$ cat config.mk
export PLATFORM = sky130hd
export DESIGN_NAME = cp0_timer
export DESIGN_NICKNAME = d
export VERILOG_FILES = /design/src/rtl/cp0_timer.sv
export SDC_FILE = /design/constraint.sdc
export NUM_CORES = 1
export LEC_CHECK = 0
export CORE_MARGIN = 5
export CORE_UTILIZATION = 40
export CTS_BUF_LIST = sky130_fd_sc_hd__clkbuf_8
export DETAILED_ROUTE_END_ITERATION = 12
export PLACE_DENSITY_LB_ADDON = 0.25
export SYNTH_ARGS = -nofsm -noshare
export SYNTH_HDL_FRONTEND = slang
export SYNTH_SLANG_ARGS = --single-unit
$ cat constraint.sdc
create_clock -name clk -period 2.2 [get_ports clk]
set_input_delay 0.22 -clock clk [delete_from_list [all_inputs] [get_ports clk]]
set_output_delay 0.22 -clock clk [all_outputs]
set_load 0.01 [all_outputs]
$ cat src/rtl/cp0_timer.sv
// cp0_timer: MIPS coprocessor-0 with SR, Cause, EPC, PRID and an optional
// Count/Compare timer. External interrupt line i lands on Cause.IP bit 10+i.
// When the timer is present it owns IP bit 15, so external line 5 is ignored.
module cp0_timer #(
   parameter int unsigned HWINT_W   = 6,
   parameter int unsigned TIMER_EN  = 1,
   parameter int unsigned COUNT_DIV = 1,
   parameter logic [31:0] PRID_VAL  = 32'h0000_0000,
   parameter logic [29:0] EPC_INIT  = 30'h0000_0C00
) (
   input  logic               clk,
   input  logic               reset,
   input  logic [29:0]        PC,
   input  logic [31:0]        Din,
   input  logic [HWINT_W-1:0] HWInt,
   input  logic [4:0]         Sel,
   input  logic               Wen,
   input  logic               EXLSet,
   input  logic [4:0]         ExcCode,
   input  logic               EXLClr,
   output logic               IntReq,
   output logic [29:0]        EPC,
   output logic [31:0]        DOut
);

   localparam logic [4:0] SEL_COUNT   = 5'd9;
   localparam logic [4:0] SEL_COMPARE = 5'd11;
   localparam logic [4:0] SEL_SR      = 5'd12;
   localparam logic [4:0] SEL_CAUSE   = 5'd13;
   localparam logic [4:0] SEL_EPC     = 5'd14;
   localparam logic [4:0] SEL_PRID    = 5'd15;

   localparam logic                TIMER_ON   = (TIMER_EN != 0);
   localparam int unsigned         PRESC_W    = (COUNT_DIV > 1) ? $clog2(COUNT_DIV) : 1;
   localparam logic [PRESC_W-1:0]  PRESC_LAST = PRESC_W'(COUNT_DIV - 1);
   // Timer owns IP bit 15 when present; otherwise all six external lines pass.
   localparam logic [5:0]          HW_MASK    = TIMER_ON ? 6'b01_1111 : 6'b11_1111;

   // Architectural state
   logic [5:0]         ip_ext_r;
   logic [5:0]         im_r;
   logic               exl_r;
   logic               ie_r;
   logic [4:0]         exc_code_r;
   logic [29:0]        epc_r;
   logic [31:0]        count_r;
   logic [31:0]        compare_r;
   logic [PRESC_W-1:0] presc_r;
   logic               ti_r;

   // Combinational helpers
   logic               wr_count_s;
   logic               wr_compare_s;
   logic               wr_sr_s;
   logic               wr_epc_s;
   logic               tick_s;
   logic [31:0]        count_next_s;
   logic               match_s;
   logic [5:0]         hw_masked_s;
   logic [5:0]         ip_all_s;
   logic [31:0]        sr_s;
   logic [31:0]        cause_s;

   // Decode mtc0 targets and the prescaler tick.
   always_comb begin
      wr_count_s   = 1'b0;
      wr_compare_s = 1'b0;
      wr_sr_s      = 1'b0;
      wr_epc_s     = 1'b0;
      if (Wen) begin
         wr_count_s   = (Sel == SEL_COUNT);
         wr_compare_s = (Sel == SEL_COMPARE);
         wr_sr_s      = (Sel == SEL_SR);
         wr_epc_s     = (Sel == SEL_EPC);
      end else begin
         wr_count_s   = 1'b0;
         wr_compare_s = 1'b0;
         wr_sr_s      = 1'b0;
         wr_epc_s     = 1'b0;
      end
      tick_s       = TIMER_ON && (presc_r == PRESC_LAST);
      count_next_s = count_r + 32'd1;
      // A Count write suppresses the increment, so it also suppresses a match.
      match_s      = tick_s && !wr_count_s && (count_next_s == compare_r);
   end

   // Zero-extend the external lines to six IP positions and drop any line the timer owns.
   always_comb begin
      hw_masked_s = 6'(HWInt) & HW_MASK;
   end

   // Prescaler: counts 0..COUNT_DIV-1; restarts on reset or a Count write.
   always_ff @(posedge clk) begin
      if (reset) begin
         presc_r <= '0;
      end else if (!TIMER_ON) begin
         presc_r <= '0;
      end else if (wr_count_s || tick_s) begin
         presc_r <= '0;
      end else begin
         presc_r <= presc_r + PRESC_W'(1);
      end
   end

   // Count register: software load has priority over the tick increment.
   always_ff @(posedge clk) begin
      if (reset) begin
         count_r <= 32'h0000_0000;
      end else if (!TIMER_ON) begin
         count_r <= 32'h0000_0000;
      end else if (wr_count_s) begin
         count_r <= Din;
      end else if (tick_s) begin
         count_r <= count_next_s;
      end else begin
         count_r <= count_r;
      end
   end

   // Compare register.
   always_ff @(posedge clk) begin
      if (reset) begin
         compare_r <= 32'hFFFF_FFFF;
      end else if (!TIMER_ON) begin
         compare_r <= 32'hFFFF_FFFF;
      end else if (wr_compare_s) begin
         compare_r <= Din;
      end else begin
         compare_r <= compare_r;
      end
   end

   // Timer latch: a Compare write clears it even when a match occurs on the same edge.
   always_ff @(posedge clk) begin
      if (reset) begin
         ti_r <= 1'b0;
      end else if (!TIMER_ON) begin
         ti_r <= 1'b0;
      end else if (wr_compare_s) begin
         ti_r <= 1'b0;
      end else if (match_s) begin
         ti_r <= 1'b1;
      end else begin
         ti_r <= ti_r;
      end
   end

   // External IP bits: one-cycle registered sample of the interrupt lines.
   always_ff @(posedge clk) begin
      if (reset) begin
         ip_ext_r <= 6'b00_0000;
      end else begin
         ip_ext_r <= hw_masked_s;
      end
   end

   // SR.IM and SR.IE: written only by mtc0.
   always_ff @(posedge clk) begin
      if (reset) begin
         im_r <= 6'b00_0000;
         ie_r <= 1'b1;
      end else if (wr_sr_s) begin
         im_r <= Din[15:10];
         ie_r <= Din[0];
      end else begin
         im_r <= im_r;
         ie_r <= ie_r;
      end
   end

   // SR.EXL: exception entry beats eret, and both beat a software write.
   always_ff @(posedge clk) begin
      if (reset) begin
         exl_r <= 1'b0;
      end else if (EXLSet) begin
         exl_r <= 1'b1;
      end else if (EXLClr) begin
         exl_r <= 1'b0;
      end else if (wr_sr_s) begin
         exl_r <= Din[1];
      end else begin
         exl_r <= exl_r;
      end
   end

   // EPC: exception entry captures the PC in preference to a software write.
   always_ff @(posedge clk) begin
      if (reset) begin
         epc_r <= EPC_INIT;
      end else if (EXLSet) begin
         epc_r <= PC;
      end else if (wr_epc_s) begin
         epc_r <= Din[31:2];
      end else begin
         epc_r <= epc_r;
      end
   end

   // Cause.ExcCode: captured on exception entry only; Cause is read-only to software.
   always_ff @(posedge clk) begin
      if (reset) begin
         exc_code_r <= 5'd0;
      end else if (EXLSet) begin
         exc_code_r <= ExcCode;
      end else begin
         exc_code_r <= exc_code_r;
      end
   end

   // Assemble the visible SR and Cause words and the interrupt request.
   always_comb begin
      ip_all_s = ip_ext_r | {ti_r, 5'b0_0000};
      sr_s     = {16'h0000, im_r, 8'h00, exl_r, ie_r};
      cause_s  = {1'b0, ti_r, 14'h0000, ip_all_s, 3'b000, exc_code_r, 2'b00};
      IntReq   = (|(ip_all_s & im_r)) & ie_r & ~exl_r;
      EPC      = epc_r;
   end

   // mfc0 read mux; unmapped selects read zero.
   always_comb begin
      DOut = 32'h0000_0000;
      case (Sel)
         SEL_COUNT:   DOut = count_r;
         SEL_COMPARE: DOut = TIMER_ON ? compare_r : 32'h0000_0000;
         SEL_SR:      DOut = sr_s;
         SEL_CAUSE:   DOut = cause_s;
         SEL_EPC:     DOut = {epc_r, 2'b00};
         SEL_PRID:    DOut = PRID_VAL;
         default:     DOut = 32'h0000_0000;
      endcase
   end

endmodule

==> After elaboration in Yosys (flattened, before gate mapping) <==
Index checks and enable logic that the tools add are counted.
W data, S select, Z words.
{ "op_classes": {"bitwise": 6, "n_mux": 12, "add_sub_neg": 2, "reduce_logical": 9, "eq_ne": 7} }
{ "op_table": {"columns": ["cell", "n"], "rows": [
  ["$pmux W32 S5", 1],
  ["$mux W32", 2],
  ["$mux W30", 2],
  ["$add A32 B1 Y32 const B", 1],
  ["$eq A32 B32 Y1", 1],
  ["$eq A5 B4 Y1 const B", 5],
  ["$mux W1", 7],
  ["$and A6 B6 Y6", 1],
  ["$or A6 B6 Y6", 1],
  ["$reduce_or A6 Y1", 1],
  ["$reduce_or A2 Y1", 2],
  ["$reduce_bool A3 Y1", 1],
  ["$and A1 B1 Y1", 2],
  ["$logic_and A1 B1 Y1", 2],
  ["$ne A2 B1 Y1 const B", 1],
  ["$not A1 Y1", 2],
  ["$reduce_bool A2 Y1", 1],
  ["$add A1 B1 Y1 const B", 1],
  ["$logic_not A1 Y1", 1],
  ["$logic_or A1 B1 Y1", 1]
]} }
{ "word_totals": {"output_inout_bits": 63, "regBits": 115, "word_cells": 47} }

==> Logic depth before layout (Yosys ltp) <==
Gate-level depths: netlist of the first run.
{ "depth": {"word_depth": 5, "mapped_depth": 11, "ltp_nobuf": 8} }

==> Worst setup path before layout of the first run <==
Ideal clock, no wire load.
{ "synth_path": {"path_type": "flip-flop to flip-flop", "from": "register count_r[0]", "to": "register ti_r", "arrival_ns": 2.381, "slack_ns": -0.241, "n_path_buf": 1, "path_stages_with_launch": 10, "cell_sequence": "dfxtp_1 ha_1 nand3_1 clkbuf_1 nor3_1 nand2_1 o22a_1 or4_4 a2111oi_4 a32o_1"} }
{ "synth_between": {"elab_chain_cells": 3} }
{ "synth_lines": {"columns": ["item", "line", "source"], "rows": [
  ["start: declaration", "46", "logic [31:0] count_r;"],
  ["start signal: assignment", "112", "count_r <= Din;"],
  ["start signal: assignment", "114", "count_r <= count_next_s;"],
  ["start signal: assignment", "116", "count_r <= count_r;"],
  ["$add A32 B1 Y32", "82", "count_next_s = count_r + 32'd1;"],
  ["$eq A32 B32 Y1", "84", "match_s = tick_s && !wr_count_s && (count_next_s == compare_r);"],
  ["$logic_and A1 B1 Y1", "84", null],
  ["end signal: assignment", "144", "ti_r <= ti_r;"],
  ["end: declaration", "49", "logic ti_r;"]
]} }
Every way passes these cells.
A chain may end at the register's enable or synchronous reset.

==> Final worst setup path of the first run <==
{ "layout_path": {"from": "register count_r[1]", "to": "register ti_r"} }
Same word-level chain as after synthesis.

==> metrics, run 1 <==
Tightest Pin Transition 0.718 ns; number of routed nets with antenna violations 0; area share of the largest cell type after synthesis 34.1%; initial antenna violation count 0; clock slew seen by the registers of the worst setup and hold paths 0.07 ns; pin count of the biggest net entering global routing 69; final clock skew 0.00801 ns; Layout Area Growth over Synthesis 42.6%; Req. time, crit path 2.59 ns; P_leak 3.92 nW; worst-skew pair later-pin latency 0.45 ns; area of the multi-input gates 0.00420 mm2; flop and latch count out of synthesis 114; number of synthesized flops with an enable pin 0; Total GRT Usage 24.8%; Mean Syn Cell Area 7.68 um2; Slew HR 52.1%; final hold viol count 0; hold buffer count at CTS 0; Power Density 493 mW/mm2; Max rail drop VDD 352 uV; crit path capture type flip-flop; Clock Sink Count 114; Area after DPL 0.00898 mm2; min Tclk post-route 2.29 ns; critical path class flip-flop to flip-flop; starting DRC count in detailed routing 953; Primary FF master, synth dfxtp_1; Final Net Count 1147; Arr. time, crit path 2.68 ns; sequential area share after synthesis 34.1%; Cells after Synth 871; CTS tree yes; global placement routability congestion 0.922; slack of the critical path -0.0886 ns; first-pass GRT wire length 38300 um; total CTS buffers 17; MaxCap Viol Count 0; ant diodes 0; filler cell count 1501; Final Instance Area 0.00954 mm2; count leader, synth nand2_1; DRC 0; core footprint 0.0165 mm2; chip width 139 um; final-report setup violation count 1; CTS H-tree lvls 4; via/cell ratio 5.61; Initial Utilization 40.5%; Post-synth ARST share 0%; Area contributors post-synth dfxtp_1 34%, nand2_1 7.3%, xnor2_1 7.2%; routed wire length 24700 um; Setup crit start kind flip-flop; vias in the first global route 6798; post-route total power 4.71 mW; top post-synthesis cells by count 131 x nand2_1, 114 x dfxtp_1, 89 x nor2_1; Hold WC Path Type input pin to flip-flop; DPL Wire Length 18500 um; CP max FO 4; failing checks setup timing; DIE AREA 0.0194 mm2; RSZ-0062 raised after global routing true; area leader, netlist dfxtp_1; fmax 437 MHz; WHS 0.194 ns; I/O pin count 146; synthesized area 0.00669 mm2; clk root buf clkbuf_8; row cnt 47; Mapped Nets 955; Avg WL per Cell 19.1 um; layout cells sized above 1 19.1%; status finished with violations; Ys Warns 0; Distinct cells, synth 52; overall via count from detail_route 7260; chip height 139 um; Slew Viols, Final 0; CTS max path bufs 2; crit share post-route 104%; Reg area 0.00231 mm2; remaining global-route overflow 0; first drt pass iteration count 9; Port Buf Inserts 144
## logic make-up after synthesis
| logic type | Yosys count | share of synthesized area [%] |
|---|---|---|
| DFF | 114 | 34.1 |
| AOI/OAI and AO/OA | 160 | 16.3 |
| other | 1 | 0.0561 |
| muxes | 29 | 4.38 |
| buffers and inverters | 104 | 6.23 |
| and+or+nand+nor | 386 | 28.8 |
| xor gates and xnor gates | 76 | 9.95 |
| adders and majority gates | 1 | 0.187 |
## worst max-delay path, stage by stage, from the launching register on
cell     delay [ns]
dfxtp_4        0.37
ha_4           0.14
nand3_2        0.08
or4_4          0.57
buf_2          0.18
nor3_2         0.14
xnor2_1        0.14
nand4_1        0.13
nor4_2         0.29
a32o_1         0.20
## layer usage
layer  vias up  part of all wire [%]  global-route usage [%]
met3        38                   9.6                    6.45
met4         0                   2.1                    6.64
met5         -                     0                       0
met1      3405                    46                    36.1
met2       363                    43                    36.4
li1       3454                     -                       -
## cells in the final DEF (no fill, tap or decap), types with 18 or more instances in the layout
master,instances
nand2_1,130
clkdlybuf4s50_1,107
dfxtp_1,103
buf_4,98
nor2_1,85
a21oi_1,66
xnor2_1,54
nand3_1,46
nand3b_1,32
a211oi_1,30
mux2i_1,27
inv_1,26
xor2_1,21
clkbuf_8,21
a222oi_1,18
## sequential cells by signal, summed over array words and instances, names as in the netlist
name and cells:
exl_r 1, ti_r 1, EPC 30, compare_r 32, exc_code_r 5, presc_r 1
im_r 6, count_r 32, ip_ext_r 5, ie_r 1
## report_power, final
part,switching [mW],internal [mW]
clock network,0.848,0.976
registers,0.0678,2.13
logic,0.328,0.361
total,1.24,3.46
## path summary, 6_finish.rpt
kind,depth (start not counted),startpoint,slack [ns],endpoint
max,9,count_r[1],-0.09,ti_r
min,3,EXLSet,0.19,EPC[28]
max reg2reg,9,count_r[1],-0.09,ti_r
min reg2reg,2,im_r[5],0.48,im_r[5]
## per-stage QoR
stage	setup TNS (ns)	std cells	util (%)	setup slack (ns)
CTS	-0.0825	1292	57.3	-0.0424
detailed placement	-8.43	1256	54.4	-0.256
global placement	-6.98	1256	54.4	-0.211
finish	-0.0886	1294	57.7	-0.0886
global route	-0.421	1294	57.7	-0.134
floorplan	-0.0616	871	-	-0.0616
## repair_timing
action | CTS | global route
cloned | 2 | 0
setup buffers | 4 | 2
gates resized for setup | 69 | 47
pin swaps | 26 | 36
endpoints found under the setup margin | 39 | 28
## cell type report
class,instances,share of cell area (%)
clock buffer,21,3.03
multi-input combinational,653,44.0
clock inverter,9,0.695
sequential,114,24.2
tap,220,2.88
inverter,23,0.905
timing repair buffer,254,24.3
No activity file was read; power rests on OpenSTA's default activity.
==> inputs of run 2 (changes only) <==
--- a/config.mk
+++ b/config.mk
@@ -10,6 +10,7 @@
 export CTS_BUF_LIST = sky130_fd_sc_hd__clkbuf_8
 export DETAILED_ROUTE_END_ITERATION = 12
 export PLACE_DENSITY_LB_ADDON = 0.25
+export RECOVER_POWER = 100
 export SYNTH_ARGS = -nofsm -noshare
 export SYNTH_HDL_FRONTEND = slang
 export SYNTH_SLANG_ARGS = --single-unit
==> constraint.sdc (replaced) <==
create_clock -name clk -period 2.62 [get_ports clk]
set_input_delay 0.262 -clock clk [delete_from_list [all_inputs] [get_ports clk]]
set_output_delay 0.262 -clock clk [all_outputs]
set_load 0.01 [all_outputs]
==> run 2 against run 1 <==
  * Register-to-register slack better by 0.23 ns
  * Wire length down 3.2%
  * Count of clock-buffer cells in the layout down 2
  * Largest power group unchanged
  * Die area unchanged
  * Critical endpoint is now DOut[0]
  * Final area down 5.8%
  * First-iteration DRC count down 20%
  * Combinational power down 21%
  * Via count down 2.9%
  * The flow now finishes without violations
  * Clock power down 8%
  * Power down 14%
  * Core utilization down 3.3 points
  * Non-clock buffer count down 48
==> metrics, run 2 (synthesized netlist as in run 1, its figures left out) <==
critical path class input pin to output port; Initial Utilization 40.5%; core footprint 0.0165 mm2; first-pass GRT wire length 37300 um; routing usage on met3 6.14%; slack of the critical path 0.118 ns; first drt pass iteration count 8; Total GRT Usage 24.2%; status completed; CP Buf/Inv Count 3; Area after DPL 0.00861 mm2; Final Instance Area 0.00899 mm2; Slew Viols, Final 0; fmax 400 MHz; min Tclk post-route 2.50 ns; Largest stage delay, worst path 0.63 ns; remaining global-route overflow 0; row cnt 47; MaxCap Viol Count 0; crit-path cells clkdlybuf4s50_1 > nor3b_2 > and3_1 > buf_12 > a221o_1 > dlygate4sd3_1; Avg WL per Cell 19.2 um; global placement routability congestion 0.937; number of routed nets with antenna violations 0; Layout Area Growth over Synthesis 34.4%; commonest non-fill, non-tap cell in the layout nand2_1; overall via count from detail_route 7048; WHS 0.360 ns; post-route total power 4.06 mW; Cell Count, Final, Fillers Out 1248; layout cells sized above 1 10.6%; postcts setup bufs 0; via/cell ratio 5.65; CTS max path bufs 2; crit share post-route 95.5%; routed wire length 23900 um; chip width 139 um; Power Density 452 mW/mm2; CTS H-tree lvls 4; most frequent cells in the layout 131 x nand2_1, 114 x dfxtp_1, 97 x clkdlybuf4s50_1; slowest stage cell on the critical path dlygate4sd3_1; initial antenna violation count 0; grt met1 use 36.2%; filler cell count 1517; final-report setup violation count 0; final hold viol count 0; Arr. time, crit path 2.24 ns; crit path capture type output port; M2 GR Usage 34.5%; Clock Sink Count 114; DPL Wire Length 17700 um; RSZ-0062 raised after global routing false; Slew HR 9.29%; total CTS buffers 17; final core occ 54.4%; delay-heaviest family, CP buffers and inverters; DRC 0; CTS tree yes; Stages on worst setup path 6; Tightest Pin Transition 1.36 ns; vias in the first global route 6522; Hold WC Path Type input pin to flip-flop; I/O pin count 146; hold path cells 2; CP max FO 34; dpl ws 0.0644 ns; Max rail drop VDD 321 uV; grt peak-use layer met1; Req. time, crit path 2.36 ns; clk root buf clkbuf_8; clock slew seen by the registers of the worst setup and hold paths 0.07 ns; Final Net Count 1099; starting DRC count in detailed routing 759; placed insts 1216; pin count of the biggest net entering global routing 64; DIE AREA 0.0194 mm2; final setup TNS 0 ns; Worst Reg-to-Reg Cells 8; Port Buf Inserts 144; worst-skew pair later-pin latency 0.46 ns; ant diodes 0; final clock skew 0.0123 ns; Setup crit start kind input pin; chip height 139 um; hold buffer count at CTS 0; P_leak 3.55 nW
run 2: cell count changes in the layout (fill, tap and decap cells not counted), moves of 6 or more:
cell and delta:
buf_4 -44, clkbuf_2 -8, clkdlybuf4s50_1 -10, dfxtp_1 +11
dfxtp_4 -6, dlygate4sd2_1 -16, dlygate4sd3_1 +45
run 2: cell type report:
| cell class | instances | area (um2) | share of cell area (%) |
|---|---|---|---|
| flip-flops and latches | 114 | 2280 | 25.4 |
| well taps | 220 | 275 | 3.06 |
| inverters | 23 | 86.3 | 0.960 |
| repair buffers | 206 | 1930 | 21.5 |
| clock inverters | 13 | 138 | 1.53 |
| clock buffers | 19 | 262 | 2.91 |
| multi-input cells | 653 | 4010 | 44.6 |
run 2: what timing repair did:
item	in CTS	in global routing
resized for setup	0	4
hold endpoints to repair	0	0
endpoints found under the setup margin	0	17
run 2: worst paths after layout:
| check | start | end | slack, ns |
|---|---|---|---|
| max | Sel[3] | DOut[0] | 0.12 |
| min | HWInt[2] | ip_ext_r[2] | 0.36 |
| max reg2reg | count_r[0] | ti_r | 0.14 |
| min reg2reg | im_r[4] | im_r[4] | 0.48 |
run 2: layer usage:
layer,wire length (um),vias to the layer above
li1,-,3345
met1,11000,3321
met2,10300,349
met3,2280,33
met4,366,0
met5,0,-
run 2: power by group:
group | internal, mW | total, mW | leakage (nW) | switching, mW
clock | 0.889 | 1.68 | 0.191 | 0.793
combinational | 0.276 | 0.542 | 2.43 | 0.266
sequential | 1.79 | 1.84 | 0.930 | 0.0514
total | 2.95 | 4.06 | 3.55 | 1.11
run 2: worst reg2reg max path: cells and delay by family, from the launching register on:
kind / cells / cell delay (ns)
buf+inv: 1 / 0.15
simple gates: 3 / 0.75
compound gates: 3 / 1.00
fa+ha+maj: 1 / 0.21
flops: 1 / 0.32
==> inputs of run 3 (changes only) <==
--- a/config.mk
+++ b/config.mk
@@ -5,6 +5,7 @@
 export SDC_FILE = /design/constraint.sdc
 export NUM_CORES = 1
 export LEC_CHECK = 0
+export ABC_AREA = 1
 export CORE_MARGIN = 5
 export CORE_UTILIZATION = 40
 export CTS_BUF_LIST = sky130_fd_sc_hd__clkbuf_8
==> run 3 against run 2 <==
  * The flow now finishes with violations (capacitance limit, slew limit)
  * Cell count rose by 17%
  * Synthesized area rose by 1.5%
  * Combinational power fell by 6.5%
  * Flip-flop and latch count did not move
  * Critical path type unchanged
==> metrics, run 3 <==
MaxCap Viol Count 1; remaining global-route overflow 0; Avg WL per Cell 17.7 um; CTS max path bufs 2; most frequent cells in the layout 375 x nand2_1, 114 x dfxtp_1, 112 x nand3_1; vias in the first global route 7303; Slew Viols, Final 34; sequential area share after synthesis 33.6%; pin count of the biggest net entering global routing 68; Area contributors post-synth dfxtp_1 34%, nand2_1 21%, nand3_1 8.3%; slowest stage cell on the critical path clkdlybuf4s50_1; flop and latch count out of synthesis 114; post-synthesis compound-gate area fraction 18.6%; P_sw 1.15 mW; Final Net Count 1310; worst reg2reg endpoint ti_r; Mean Syn Cell Area 6.28 um2; clock share of power 44.4%; synthesized area 0.00679 mm2; layout cells sized above 1 7.02%; worst-skew pair later-pin latency 0.45 ns; crit path capture type output port; Clock Sink Count 114; first drt pass iteration count 5; Setup crit start kind input pin; global placement routability congestion 0.969; via/cell ratio 5.47; largest family of logic cells by synthesized area simple AND/OR/NAND/NOR gates; RSZ-0062 raised after global routing false; DPL Wire Length 19700 um; final clock skew 0.0119 ns; Sw Share 27.3%; crit share post-route 97.3%; Simple-Gate Fraction of Synth Area 38.2%; post-route total power 4.22 mW; Primary FF master, synth dfxtp_1; Int Pwr 3.07 mW; initial antenna violation count 1; area leader, netlist dfxtp_1; fmax 392 MHz; row cnt 47; clock slew seen by the registers of the worst setup and hold paths 0.08 ns; Ys Warns 0; Largest stage delay, worst path 0.59 ns; Layout Area Growth over Synthesis 31.3%; routed wire length 25800 um; ant diodes 0; adder-cell share of the synthesized area 0.184%; chip height 140 um; DRC 0; Post-synth ARST share 0%; Reg area 0.00228 mm2; Req. time, crit path 2.36 ns; critical path endpoint DOut[0]; WHS 0.182 ns; Cells after Synth 1080; Max rail drop VDD 299 uV; starting DRC count in detailed routing 746; critical path class input pin to output port; count leader, synth nand2_1; Port Buf Inserts 144; number of synthesized flops with an enable pin 0; sequential power share 43.6%; delay-heaviest family, CP buffers and inverters; failing checks capacitance limit, slew limit; chip width 140 um; final-report setup violation count 0; CTS tree yes; Total GRT Usage 25.7%; Post-Synth XOR/XNOR Area 0.387%; Crit. Startpoint Sel[3]; register-to-register setup slack 0.24 ns; I/O pin count 146; final setup TNS 0 ns; final hold viol count 0; R2R Path Start count_r[0]; P_leak 3.66 nW; Hold WC Path Type input pin to flip-flop; commonest non-fill, non-tap cell in the layout nand2_1; CTS H-tree lvls 4; Initial Utilization 40.8%; core footprint 0.0166 mm2; min Tclk post-route 2.55 ns; most frequent CP cell clkdlybuf4s50_1; logic gate share of total power 12.0%; mux contribution to synthesized area 0%; CP Buf/Inv Count 4; Mapped Nets 1164; Worst Reg-to-Reg Cells 15; status finished with violations; total CTS buffers 17; crit-path cells clkdlybuf4s50_1 > nand3_1 > nor3_1 > inv_1 > clkbuf_1 > o221ai_1 > clkdlybuf4s50_1; Arr. time, crit path 2.29 ns; Distinct cells, synth 36; Stages on worst setup path 7; filler cell count 1662; clk root buf clkbuf_8; top post-synthesis cells by count 374 x nand2_1, 114 x dfxtp_1, 112 x nand3_1; area of the multi-input gates 0.00391 mm2; CP max FO 3; Slew HR -9.03%; overall via count from detail_route 7987; number of routed nets with antenna violations 0; first-pass GRT wire length 39900 um; Tightest Pin Transition 1.64 ns; DIE AREA 0.0197 mm2; Power Density 474 mW/mm2; area share of the largest cell type after synthesis 33.6%
run 3: cell types whose count changed after synthesis, sizes merged, moves of 48 or more:
cell,previous run,this run
a31oi,3,51
inv,23,111
a21oi,67,19
xnor2,55,1
nand3,48,112
nand2,131,384
run 3: power by group through the flow:
stage	combinational, mW	sequential [mW]	clock, mW
3_5_place_dp	0.527	1.88	0
3_3_place_gp	0.524	1.88	0
5_1_grt	0.548	1.85	1.97
6_report	0.507	1.84	1.88
4_1_cts	0.530	1.84	1.89
2_1_floorplan	0.192	1.88	0
run 3: stage by stage:
stage | std cells | area [um2] | util [%] | worst slack [ns]
2_1_floorplan | 1080 | 6790 | - | 0.817
3_3_place_gp | 1427 | 8610 | 51.7 | 0.0376
3_5_place_dp | 1427 | 8610 | 51.7 | 0.000731
4_1_cts | 1459 | 9050 | 54.4 | 0.0109
5_1_grt | 1459 | 8910 | 53.5 | 0.00590
6_report | 1459 | 8910 | 53.5 | 0.0699
run 3: cell families after synthesis:
kind of cell	after synthesis
AOI/OAI and AO/OA	190
xor gates and xnor gates	3
adders and majority gates	1
buffers and inverters	161
DFF	114
other	1
and+or+nand+nor	610
run 3: worst min path at each step:
stage / startpoint / endpoint / slack [ns] / depth (start not counted)
after CTS: reset / ip_ext_r[1] / 0.17 / 2
final: reset / ip_ext_r[1] / 0.18 / 2
after global placement: im_r[0] / im_r[0] / 0.46 / 2
after detailed placement: im_r[0] / im_r[0] / 0.47 / 2
after global routing: reset / ip_ext_r[2] / 0.17 / 2
after floorplan: HWInt[0] / ip_ext_r[0] / 0.37 / 2
run 3: layer usage:
metal | wire, um | track usage (%) | vias to the layer above | share of wire (%)
met2 | 10800 | 37.2 | 409 | 42
met1 | 11300 | 36.4 | 3626 | 44
met4 | 650 | 8.47 | 2 | 2.5
li1 | - | - | 3896 | -
met5 | 7 | 0 | - | 0.027
met3 | 2980 | 7.67 | 54 | 12
run 3: area by class of cell:
cell class                      count  share of cell area (%)
Multi-Input combinational cell    805                    43.8
Tap cell                          220                    3.09
Sequential cell                   114                    25.6
Clock buffer                       17                    2.63
Clock inverter                     15                    2.32
Inverter                          115                    4.84
Timing Repair Buffer              173                    17.7
run 3: repair_timing:
| item | 4_1_cts | 5_1_grt |
|---|---|---|
| hold buffers | 0 | 0 |
| pin swaps | 0 | 1 |
| resized for setup | 1 | 25 |
| endpoints found under the setup margin | 1 | 24 |
| setup buffers | 0 | 0 |
